## config.mk

```make
export PLATFORM = sky130hd
export DESIGN_NAME = mult_seq_64
export DESIGN_NICKNAME = d
export VERILOG_FILES = /design/src/rtl/mult_pkg.sv /design/src/rtl/addsub_64.sv /design/src/rtl/mult_step_64.sv /design/src/rtl/mult_seq_64.sv
export SDC_FILE = /design/constraint.sdc
export NUM_CORES = 1
export LEC_CHECK = 0
export ABC_AREA = 1
export CORE_ASPECT_RATIO = 0.9
export CORE_UTILIZATION = 51
export DETAILED_ROUTE_END_ITERATION = 6
export PLACE_DENSITY = 0.78
export SETUP_SLACK_MARGIN = 0.2
export SKIP_LAST_GASP = 1
export SYNTH_ARGS = -nofsm -noshare
export SYNTH_HDL_FRONTEND = slang
export SYNTH_HIERARCHICAL = 1
export SYNTH_SLANG_ARGS = --single-unit
```

## constraint.sdc

```tcl
create_clock -name clk -period 3.1 [get_ports clk]
set_input_delay 0.62 -clock clk [delete_from_list [all_inputs] [get_ports clk]]
set_output_delay 0.62 -clock clk [all_outputs]
set_load 0.005 [all_outputs]
```

## src/rtl/mult_pkg.sv

```systemverilog
// ============================================================================
// mult_pkg : shared types and constants for the 64x64 sequential multiplier
// Rev 1.0
// ============================================================================
`default_nettype none

package mult_pkg;

    localparam int MULT_WIDTH = 64;
    localparam int MULT_STEPS = 64;

    typedef enum logic [1:0] {
        IDLE = 2'd0,
        RUN  = 2'd1,
        DONE = 2'd2
    } mult_state_t;

endpackage

`default_nettype wire

```

## src/rtl/addsub_64.sv

```systemverilog
// ============================================================================
// addsub_64 : 64-bit adder/subtractor, S = A + B or A - B with carry/overflow
// Rev 1.0
// ============================================================================
`default_nettype none

module addsub_64 (
    input  logic [63:0] A,
    input  logic [63:0] B,
    input  logic        Sub,
    output logic [63:0] S,
    output logic        carry_out,
    output logic        overflow
);

    logic [63:0] w_b_eff;

    assign w_b_eff                = B ^ {64{Sub}};
    assign {carry_out, S}         = {1'b0, A} + {1'b0, w_b_eff} + {64'd0, Sub};
    assign overflow               = (A[63] == w_b_eff[63]) && (S[63] != A[63]);

endmodule

`default_nettype wire

```

## src/rtl/mult_step_64.sv

```systemverilog
// ============================================================================
// mult_step_64 : one Booth / shift-add iteration producing next {ACC,Q,q_m1}
// Rev 1.0
// ============================================================================
`default_nettype none

module mult_step_64
    import mult_pkg::*;
(
    input  logic [MULT_WIDTH-1:0] acc,
    input  logic [MULT_WIDTH-1:0] q,
    input  logic [MULT_WIDTH-1:0] m,
    input  logic                  q_m1,
    input  logic                  sgn,
    output logic [MULT_WIDTH-1:0] acc_next,
    output logic [MULT_WIDTH-1:0] q_next,
    output logic                  q_m1_next
);

    logic                  w_sub;
    logic                  w_use_sum;
    logic                  w_new_msb;
    logic [MULT_WIDTH-1:0] w_sum;
    logic [MULT_WIDTH-1:0] w_r;
    logic                  w_cout;
    logic                  w_ovf;

    addsub_64 u_addsub (
        .A         (acc),
        .B         (m),
        .Sub       (w_sub),
        .S         (w_sum),
        .carry_out (w_cout),
        .overflow  (w_ovf)
    );

    always_comb begin
        w_sub     = 1'b0;
        w_use_sum = 1'b0;
        w_new_msb = 1'b0;
        if (sgn) begin
            case ({q[0], q_m1})
                2'b01:   w_use_sum = 1'b1;
                2'b10: begin
                    w_use_sum = 1'b1;
                    w_sub     = 1'b1;
                end
                default: w_use_sum = 1'b0;
            endcase
            // The true 65-bit sign of the sum survives even when it overflows 64 bits.
            w_new_msb = w_use_sum ? (w_sum[MULT_WIDTH-1] ^ w_ovf) : acc[MULT_WIDTH-1];
        end else begin
            w_use_sum = q[0];
            w_new_msb = q[0] ? w_cout : 1'b0;
        end
    end

    assign w_r                             = w_use_sum ? w_sum : acc;
    assign {acc_next, q_next, q_m1_next}   = {w_new_msb, w_r, q};

endmodule

`default_nettype wire

```

## src/rtl/mult_seq_64.sv

```systemverilog
// ============================================================================
// mult_seq_64 : iterative 64x64->128 multiplier (signed Booth / unsigned)
// Rev 1.0
// ============================================================================
`default_nettype none

module mult_seq_64
    import mult_pkg::*;
(
    input  logic                    clk,
    input  logic                    reset,
    input  logic                    start,
    input  logic                    is_signed,
    input  logic [MULT_WIDTH-1:0]   a,
    input  logic [MULT_WIDTH-1:0]   b,
    output logic                    busy,
    output logic                    done,
    output logic [2*MULT_WIDTH-1:0] product
);

    localparam logic [6:0] c_LAST_CNT = 7'(MULT_STEPS - 1);

    mult_state_t             r_state;
    mult_state_t             w_state_next;
    logic [MULT_WIDTH-1:0]   r_m;
    logic [MULT_WIDTH-1:0]   r_acc;
    logic [MULT_WIDTH-1:0]   r_q;
    logic                    r_q_m1;
    logic                    r_sgn;
    logic [6:0]              r_cnt;
    logic [2*MULT_WIDTH-1:0] r_product;
    logic                    w_accept;
    logic                    w_last;
    logic [MULT_WIDTH-1:0]   w_acc_next;
    logic [MULT_WIDTH-1:0]   w_q_next;
    logic                    w_q_m1_next;

    mult_step_64 u_step (
        .acc       (r_acc),
        .q         (r_q),
        .m         (r_m),
        .q_m1      (r_q_m1),
        .sgn       (r_sgn),
        .acc_next  (w_acc_next),
        .q_next    (w_q_next),
        .q_m1_next (w_q_m1_next)
    );

    assign w_last = (r_cnt == c_LAST_CNT);

    always_comb begin
        w_state_next = r_state;
        w_accept     = 1'b0;
        busy         = 1'b0;
        done         = 1'b0;
        case (r_state)
            IDLE: begin
                w_accept = start;
                if (start) w_state_next = RUN;
            end
            RUN: begin
                busy = 1'b1;
                if (w_last) w_state_next = DONE;
            end
            DONE: begin
                done         = 1'b1;
                w_accept     = start;
                w_state_next = start ? RUN : IDLE;
            end
            default: w_state_next = IDLE;
        endcase
    end

    always_ff @(posedge clk) begin
        if (reset) begin
            r_state   <= IDLE;
            r_m       <= '0;
            r_acc     <= '0;
            r_q       <= '0;
            r_q_m1    <= 1'b0;
            r_sgn     <= 1'b0;
            r_cnt     <= '0;
            r_product <= '0;
        end else begin
            r_state <= w_state_next;
            if (w_accept) begin
                r_m    <= a;
                r_q    <= b;
                r_acc  <= '0;
                r_q_m1 <= 1'b0;
                r_cnt  <= '0;
                r_sgn  <= is_signed;
            end else if (r_state == RUN) begin
                r_acc  <= w_acc_next;
                r_q    <= w_q_next;
                r_q_m1 <= w_q_m1_next;
                r_cnt  <= r_cnt + 7'd1;
                // Product is published only on the final iteration; earlier results stay visible.
                if (w_last) r_product <= {w_acc_next, w_q_next};
            end
        end
    end

    assign product = r_product;

endmodule

`default_nettype wire

```

==> key figures <==
Job
  – Max-cap violations: 0

Status
  – Status: finished with violations
  – Failing checks: negative setup slack

Logic synthesis
  – Post-synth top area cell: dfxtp_1
  – Seq/Total Area, Yosys: 0.342
  – Cells after synthesis: 2942
  – Warnings from Yosys: 6
  – Synth top area share: 0.342
  – Syn nets: approximately 3100
  – Synth top area cells: dfxtp_1, nor2_1, o21ai_0
  – Syn_area_per_cell: 6.58 µm²
  – Cell Area, Synth: approximately 0.019 mm²
  – Post-synth EDFFs: 0
  – Most frequent cell after synthesis: nor2_1
  – Post-synth top flop: dfxtp_1
  – Top cells by count, synth: nor2_1, nand2_1, o21ai_0, dfxtp_1, inv_1
  – Synth cell types: 42
  – Share of flip-flops with an asynchronous set or reset: 0
  – Flip-flop and latch count after synthesis: 331

STA
  – Final Setup Violations: 102
  – RSZ-0062 raised after global routing: yes
  – Tmin final: 3480 ps
  – Worst rel slew slack: 0.446
  – WHS: 468 ps
  – Fin. Hold Viols: 0
  – Worst-margin pin slew: 831 ps
  – Final Skew: approximately 24 ps
  – Max Freq: 0.287 GHz
  – Min setup slack post-route: -380 ps
  – Final TNS setup: -20410 ps
  – Fin. max-slew vios: 0
  – Fin crit share: 1.12

Hold path
  – Worst Hold Class: reg2reg
  – Worst Hold Launch: r_cnt[6]

Power
  – Tot Pwr: 12.0 mW
  – Power per Cell Area: 446 mW/mm²
  – Worst vdd ir: 0.453 mV
  – Leakage: 11.9 nW

Die
  – Standard-cell rows: 67
  – Die Span Y: 187 µm
  – Io pins: ~260
  – Die width: between 200 and 250 µm
  – Initial core utilization: 0.519
  – Core area: 0.0373 mm²
  – Die area: 0.0387 mm²

Layout
  – P&R area growth vs syn: 39.5%
  – N_diodes: 0
  – Final instance area: 0.0270 mm²
  – Area of the multi-input gates: 0.0118 mm²
  – Fill cell count: 2947
  – Final Net Count: roughly 3600
  – Register Area: 0.00663 mm²
  – Share of cells above drive strength 1: 0.241

Clocking
  – CTS tree: built
  – Clk_lat worst skew: 550 ps
  – Clock H-tree levels: 2
  – Hold_buf cts: 0
  – Sink Count: 331
  – CTS Buf Count: 35
  – Worst-path clk slew: 60 ps
  – Root buffer cell: clkbuf_16
  – Clk buf depth: 3

Drt
  – Routed WL: a little under 70 mm
  – Vias per cell: 5.37
  – Mean routed wirelength per cell: 17.4 µm
  – Detailed Route Iter0 Violations: 1791
  – Routed vias: 20947
  – Initial DRT Pass Iterations: 6
  – Antenna Nets Post-Route: 0
  – DR DRC count: 0

GRT
  – Largest net degree at the start of global routing: 197
  – Initial antenna violation count: 0
  – GRT overflow: 0
  – First-pass GRT wire length: 106 mm
  – Overall global routing resource usage: 0.339
  – Number of global-route vias before repair: 20021

Worst setup path
  – Flop-to-flop setup slack: -380 ps
  – Worst-path fanout max: 9
  – Worst Path Required: 3570 ps
  – Worst r2r src: r_q_m1
  – CP Launch Type: flop
  – WS Path Type: reg2reg
  – Critical Path Sink Type: flop
  – Setup crit start: r_q_m1
  – Worst Path Arrival: 3950 ps

Placement
  – Port-buffer cells: ~260
  – Placed Area: 0.0239 mm²
  – Dpl hpwl: a little under 50 mm
  – Routability congestion estimate: about 0.96
-- worst max-delay path, stage by stage (launching register included) --
cell,delay [ps]
dfxtp_2,340
inv_2,40
ha_4,160
nand2_8,110
inv_16,80
buf_16,160
xor2_1,160
ha_1,310
a21oi_1,300
nor2_1,90
nor2_1,190
buf_4,160
o21bai_4,60
nand2_2,90
nand3_4,120
nand2_2,130
nand4_1,190
nand2_1,140
inv_1,50
o21ai_0,160
inv_1,90
nand2_1,70
o21ai_1,60
nor2_1,110
-- cells in the final DEF (no fill, tap or decap), drive strengths merged, types with 2 or more instances in the layout --
master / Yosys / routed
bufinv: 0 / 5
xnor2: 6 / 6
o21bai: 20 / 20
clkinv: 0 / 4
xor2: 96 / 96
ha: 65 / 65
clkdlybuf4s50: 0 / 261
a31oi: 5 / 5
nand3: 55 / 55
nor3: 73 / 73
buf: 123 / 352
clkbuf: 79 / 50
nor4: 5 / 5
nor2: 686 / 686
a21boi: 2 / 2
dfxtp: 331 / 331
nand3b: 2 / 2
nand4: 12 / 12
o21ai: 436 / 436
o21a: 7 / 7
nand2: 457 / 457
inv: 321 / 325
a21oi: 155 / 155
a21o: 2 / 2
-- cell families after synthesis --
logic type                 count (synthesis)  share of synthesized area
xor gates and xnor gates                 102                     0.0465
buffers and inverters                    523                      0.124
and+or+nand+nor                         1292                      0.268
AOI/OAI and AO/OA                        628                      0.176
DFF                                      331                      0.342
adders and majority gates                 66                     0.0431
-- registers in the layout, summed over array words and instances, names as in the netlist --
register / count
r_q_m1: 1
r_acc: 64
product: 128
r_q: 64
r_cnt: 7
r_sgn: 1
r_state: 2
r_m: 64
-- final cells by class --
class,count,share of cell area
multi-input combinational,2088,0.436
sequential,331,0.245
timing repair buffer,614,0.205
inverter,321,0.0456
clock buffer,49,0.0370
tap,483,0.0224
clock inverter,13,0.00797
timing repair inverter,1,0.000232
-- report_power, final --
part	switching (mW)	total, mW	internal, mW
Combinational	1.62	2.89	1.27
Clock	1.81	4.50	2.69
Sequential	0.192	4.66	4.47
-- final timing paths --
check / to / depth (start not counted)
min reg2reg: r_cnt[6] / 2
max: product[119] / 23
min: r_cnt[6] / 2
max reg2reg: product[119] / 23
-- stage by stage --
stage          setup slack (ps)  instances   util
6_report                   -380       3900  0.724
5_1_grt                    -579       3900  0.724
4_1_cts                    -286       3883  0.711
3_5_place_dp               -557       3783  0.639
3_3_place_gp               -712       3783  0.639
2_1_floorplan               189       2942      -
-- routing by layer --
layer  share of wire  vias up  wire, µm  track usage
li1                -    10162         -            -
met1            0.45     9896     30300        0.455
met2            0.46      752     31300        0.556
met3           0.062      137      4190       0.0445
met4           0.032        0      2200        0.121
met5               0        -         0            0
-- timing repair --
item | 4_1_cts | 5_1_grt
pin swaps | 77 | 60
endpoints found under the setup margin | 115 | 115
setup buffers | 34 | 16
gates cloned | 4 | 1
hold endpoints to repair | 0 | 0
gates resized for setup | 336 | 110
Note: power is estimated with default switching activity, not from simulation.
